File: config.mk
export PLATFORM = sky130hd
export DESIGN_NAME = poco_dmem
export DESIGN_NICKNAME = d
export VERILOG_FILES = /design/src/rtl/poco_dmem_pkg.sv /design/src/rtl/poco_dmem_sync_fifo.sv /design/src/rtl/poco_dmem.sv
export SDC_FILE = /design/constraint.sdc
export NUM_CORES = 2
export LEC_CHECK = 0
export CORE_UTILIZATION = 53
export DETAILED_ROUTE_END_ITERATION = 6
export GPL_ROUTABILITY_DRIVEN = 0
export PLACE_DENSITY = 0.65
export SKIP_CTS_REPAIR_TIMING = 1
export SYNTH_ARGS = -nofsm -noshare
export SYNTH_HDL_FRONTEND = slang
export SYNTH_MEMORY_MAX_BITS = 65536
export SYNTH_SLANG_ARGS = --single-unit
export TNS_END_PERCENT = 100
File: constraint.sdc
create_clock -name clk -period 3.4 [get_ports clk]
set_input_delay 0.34 -clock clk [delete_from_list [all_inputs] [get_ports clk]]
set_output_delay 0.34 -clock clk [all_outputs]
set_load 0.1 [all_outputs]
File: src/rtl/poco_dmem_pkg.sv
// Shared constants for the POCO data-memory responder: sizes, the
// memory-mapped register addresses and the STAT register bit layout.
package poco_dmem_pkg;

  localparam int DMEM_DATA_W = 16;
  localparam int DMEM_DEPTH  = 256;
  localparam int DMEM_FIFO_D = 4;

  localparam logic [15:0] ADDR_TXD  = 16'hFFF0;
  localparam logic [15:0] ADDR_STAT = 16'hFFF1;
  localparam logic [15:0] ADDR_TMR  = 16'hFFF2;

  localparam int STAT_EMPTY_BIT = 0;
  localparam int STAT_FULL_BIT  = 1;
  localparam int STAT_OVF_BIT   = 2;
  localparam int STAT_CNT_LSB   = 4;

endpackage

File: src/rtl/poco_dmem_sync_fifo.sv
// Small synchronous FIFO with a separate occupancy count so that full and
// empty are distinguishable. Callers must only assert pop when non-empty.
module sync_fifo #(
  parameter int W = 16,
  parameter int D = 4
) (
  input  logic             clk,
  input  logic             rst_n,
  input  logic             push,
  input  logic             pop,
  input  logic [W-1:0]     din,
  output logic [W-1:0]     dout,
  output logic             empty,
  output logic             full,
  output logic [$clog2(D):0] count
);

  localparam int PW = $clog2(D);
  localparam int CW = $clog2(D) + 1;

  logic [W-1:0]  mem_q [D];
  logic [PW-1:0] wrPtr_q;
  logic [PW-1:0] rdPtr_q;
  logic [CW-1:0] count_q;
  logic [CW-1:0] count_d;

  always_comb begin
    count_d = count_q;
    case ({push, pop})
      2'b10:   count_d = count_q + CW'(1);
      2'b01:   count_d = count_q - CW'(1);
      default: count_d = count_q;
    endcase
  end

  // Storage is cleared on reset so the head slot presents zero while empty.
  always_ff @(posedge clk) begin
    if (!rst_n) begin
      wrPtr_q <= '0;
      rdPtr_q <= '0;
      count_q <= '0;
      for (int i = 0; i < D; i++) begin
        mem_q[i] <= '0;
      end
    end else begin
      if (push) begin
        mem_q[wrPtr_q] <= din;
        wrPtr_q        <= wrPtr_q + PW'(1);
      end
      if (pop) begin
        rdPtr_q <= rdPtr_q + PW'(1);
      end
      count_q <= count_d;
    end
  end

  assign dout  = mem_q[rdPtr_q];
  assign empty = (count_q == '0);
  assign full  = (count_q == CW'(D));
  assign count = count_q;

endmodule

File: src/rtl/poco_dmem.sv
// Data-memory responder for the POCO CPU: word RAM plus memory-mapped
// transmit FIFO (TXD), status (STAT) and free-running timer (TMR).
module poco_dmem
  import poco_dmem_pkg::*;
#(
  parameter int DATA_W = DMEM_DATA_W,
  parameter int DEPTH  = DMEM_DEPTH,
  parameter int FIFO_D = DMEM_FIFO_D
) (
  input  logic              clk,
  input  logic              rst_n,
  input  logic [DATA_W-1:0] daddr,
  input  logic [DATA_W-1:0] ddataout,
  input  logic              we,
  output logic [DATA_W-1:0] ddatain,
  output logic [DATA_W-1:0] out_data,
  output logic              out_valid,
  input  logic              out_ready
);

  localparam int AW = $clog2(DEPTH);
  localparam int CW = $clog2(FIFO_D) + 1;

  logic [DATA_W-1:0] ram [DEPTH];
  logic              ovf_q, ovf_d;
  logic [15:0]       tmr_q, tmr_d;
  logic              isRam, isTxd, isStat, isTmr;
  logic              fifoPush, fifoPop, fifoEmpty, fifoFull;
  logic [CW-1:0]     fifoCount;
  logic [DATA_W-1:0] statWord;

  assign isRam  = (daddr < DATA_W'(DEPTH));
  assign isTxd  = (daddr == DATA_W'(ADDR_TXD));
  assign isStat = (daddr == DATA_W'(ADDR_STAT));
  assign isTmr  = (daddr == DATA_W'(ADDR_TMR));

  // A pop frees a slot in the same edge, so a full FIFO still takes the push.
  assign fifoPop   = !fifoEmpty && out_ready;
  assign fifoPush  = we && isTxd && (!fifoFull || fifoPop);
  assign out_valid = !fifoEmpty;

  sync_fifo #(
    .W (DATA_W),
    .D (FIFO_D)
  ) u_fifo (
    .clk   (clk),
    .rst_n (rst_n),
    .push  (fifoPush),
    .pop   (fifoPop),
    .din   (ddataout),
    .dout  (out_data),
    .empty (fifoEmpty),
    .full  (fifoFull),
    .count (fifoCount)
  );

  always_comb begin
    ovf_d = ovf_q;
    if (we && isStat) ovf_d = 1'b0;
    if (we && isTxd && !fifoPush) ovf_d = 1'b1;
    tmr_d = tmr_q + 16'd1;
    if (we && isTmr) tmr_d = ddataout[15:0];
  end

  always_ff @(posedge clk) begin
    if (!rst_n) begin
      ovf_q <= 1'b0;
      tmr_q <= '0;
    end else begin
      ovf_q <= ovf_d;
      tmr_q <= tmr_d;
    end
  end

  // RAM is deliberately not reset; contents are defined only once written.
  always_ff @(posedge clk) begin
    if (we && isRam) ram[daddr[AW-1:0]] <= ddataout;
  end

  always_comb begin
    statWord                             = '0;
    statWord[STAT_EMPTY_BIT]             = fifoEmpty;
    statWord[STAT_FULL_BIT]              = fifoFull;
    statWord[STAT_OVF_BIT]               = ovf_q;
    statWord[STAT_CNT_LSB +: CW]         = fifoCount;
  end

  always_comb begin
    ddatain = '0;
    if (isRam)       ddatain = ram[daddr[AW-1:0]];
    else if (isStat) ddatain = statWord;
    else if (isTmr)  ddatain = DATA_W'(tmr_q);
  end

endmodule

==> results.toml <==
[global_routing]
grt_pass1_wl_um = 654700
grt_pass1_vias = 84010
antenna_found_initial = 23
grt_max_degree = 133
grt_remaining_overflow = 0
grtUsageTotal = 0.3053

[placement]
place_ws_ps = -1490
portBuffers = 68
dpl_cell_area_mm2 = 0.1796
dp_hpwl_um = 303100

[cells_and_area]
multiInputGateArea_mm2 = 0.03542
final_core_util = 0.6404
fill_cells = 20110
final_area_mm2 = 0.1942
area_growth_pct = 19.91
final_nets = 8798
drive_gt1_frac = 0.3493
regArea_mm2 = 0.1254

[timing]
slew_headroom = 0.1464
hold_viol_final = 0
setup_viol = 16
hold_slack_ps = 20.20
fin_crit_ps = 4513
max_freq_mhz = 221.6
skew_ps = 52.94
slew_violations = 0
min_period_over_period = 1.327
tightest_slew_ps = 1280
fin_ws_ps = -1113
rsz0062_at_grt = "true"

[yosys]
yosysTopAreaCell = "edfxtp_1"
synth_seq_cells = 4186
yosysTopAreaCellShare = 0.7712
synth-seq-area-share = 0.7744
syn_area_per_cell_um2 = 21.79
yosysUniqueCellTypes = 77
syn_inst = 7434
netlist_top_cells_area = "edfxtp_1 77%, mux4_2 13%, mux2i_1 2.4%"
syn_nets = 7472
synth-main-ff-cell = "edfxtp_1"
postSynth.asyncResetShare = 0
syn_area_mm2 = 0.1620
synth-edff-count = 4160
yosys_warnings = 0

[critical_path]
startpoint_type = "flop"
critPathKind = "reg2out"
path_max_fanout = 1
end_kind = "output pin"
required_ps = 3060
cp.arrival_ps = 4170

[drt]
ant_nets = 0
wirelength_um = 471700
drc = 0
viasPerCell = 6.561
post_drt_wl_per_cell_um = 36.01
vias = 85940
drt_pre_antenna_iters = 6
initialDrtViolationCount = 12980

[cts]
path_clk_slew_ps = 60
cts_max_level = 5
cts_tree = "done"
clock_latency_ps = 1000
cts_made_buffers = 414
clockRootBuffer = "clkbuf_16"
cts_num_sinks = 4186
cts_max_path_buffers = 4

[floorplan]
die_area_mm2 = 0.3078
die_x_um = 554.8
chipHeight_um = 554.8
core_mm2 = 0.3033
rows = 202
initial_core_util = 0.5341
io_pins = 69

[status]
violations = "setup timing"
status = "complete, but fails checks"

[pwr]
ir_drop_mv = 0.4727
p_total_uw = 109200
p_per_area_mw_per_mm2 = 562.4
p_leak_uw = 0.06336

[job]
drv_cap = 0

[worst_hold_path]
hp-class = "in2reg"
cell usage after synthesis (28+ instances only):
master,number
edfxtp_1,4160
mux4_2,967
mux2i_1,383
nor2_1,345
clkbuf_1,165
a22oi_1,155
nand2_1,153
buf_2,119
a21oi_1,98
nand3_1,76
o22ai_1,76
buf_4,65
o21ai_0,60
buf_6,48
mux2_2,45
buf_1,40
a221oi_1,38
and2_1,31
nand4_1,28
layout make-up:
class | count | area share
flip-flops and latches | 4186 | 0.6458
inverters | 28 | 0.0005411
well taps | 3978 | 0.02563
repair buffers | 1350 | 0.07661
clock inverters | 279 | 0.01402
clock buffers | 493 | 0.05497
multi-input cells | 2780 | 0.1823
diodes | 4 | 0.00005153
worst max-delay path, cell delays in order, from the launching register on:
cell	delay, ps
edfxtp_1	360
mux4_2	490
mux4_2	480
a31oi_2	260
buf_4	180
o211ai_1	230
buf_4	240
a2111oi_4	430
buf_4	210
o22ai_4	120
buf_12	210
per-layer routing:
layer,share of wire,global-route usage,wire length (µm)
met1,0.38,0.4287,177800
met2,0.47,0.4726,222200
met3,0.11,0.06354,50420
met4,0.045,0.1233,21230
met5,0.00015,0,70
cells in the final DEF, fill, tap and decap left out, types with 67 or more instances in the layout:
master | netlist | layout
nand2_1 | 153 | 137
nor2_2 | 0 | 80
edfxtp_1 | 4160 | 4160
a21oi_1 | 98 | 85
buf_4 | 65 | 932
o22ai_1 | 76 | 67
mux4_2 | 967 | 967
nor2_1 | 345 | 260
clkbuf_1 | 165 | 78
nand3_1 | 76 | 73
a22oi_1 | 155 | 144
mux2i_1 | 383 | 372
clkbuf_16 | 0 | 417
clkinv_2 | 0 | 92
buf_12 | 0 | 343
clkinv_1 | 1 | 99
registers in the layout, indices dropped and copies added, names as in the netlist, named ones only:
register        flops
tmr_q              16
u_fifo.mem_q       64
ovf_q               1
u_fifo.rdPtr_q      2
u_fifo.wrPtr_q      2
ram              4096
u_fifo.count        3
cell families after synthesis:
logic type	synth area share
AO/OA/AOI/OAI	0.02598
XOR/XNOR	0.001027
adder cells (fa/ha/maj)	0.0002008
buffers and inverters	0.01570
flip-flops	0.7744
multiplexers	0.1612
AND/OR/NAND/NOR	0.02144
through the flow:
stage | TNS, ps | cells
floorplan | -178.2 | 7434
global placement | -15870 | 12310
detailed placement | -16200 | 12310
CTS | -18040 | 13080
global route | -10840 | 13100
finish | -10390 | 13100
path summary, 6_finish.rpt:
kind	startpoint	endpoint	slack, ps	cells past startpoint
hold reg to reg	ovf_q	ovf_q	540	2
setup reg to reg	u_fifo.count[1]	u_fifo.count[2]	1120	10
hold / removal	ddataout[1]	ram[181][1]	20	1
setup / recovery	ram[231][3]	ddatain[3]	-1110	10
power breakdown:
part / switching, µW / total (µW) / leakage, µW / internal (µW)
clock: 19700 / 45200 / 0.00653 / 25500
sequential: 50.3 / 56800 / 0.0377 / 56800
combinational: 4540 / 7230 / 0.0192 / 2700
(Power assumes the default switching activity.)
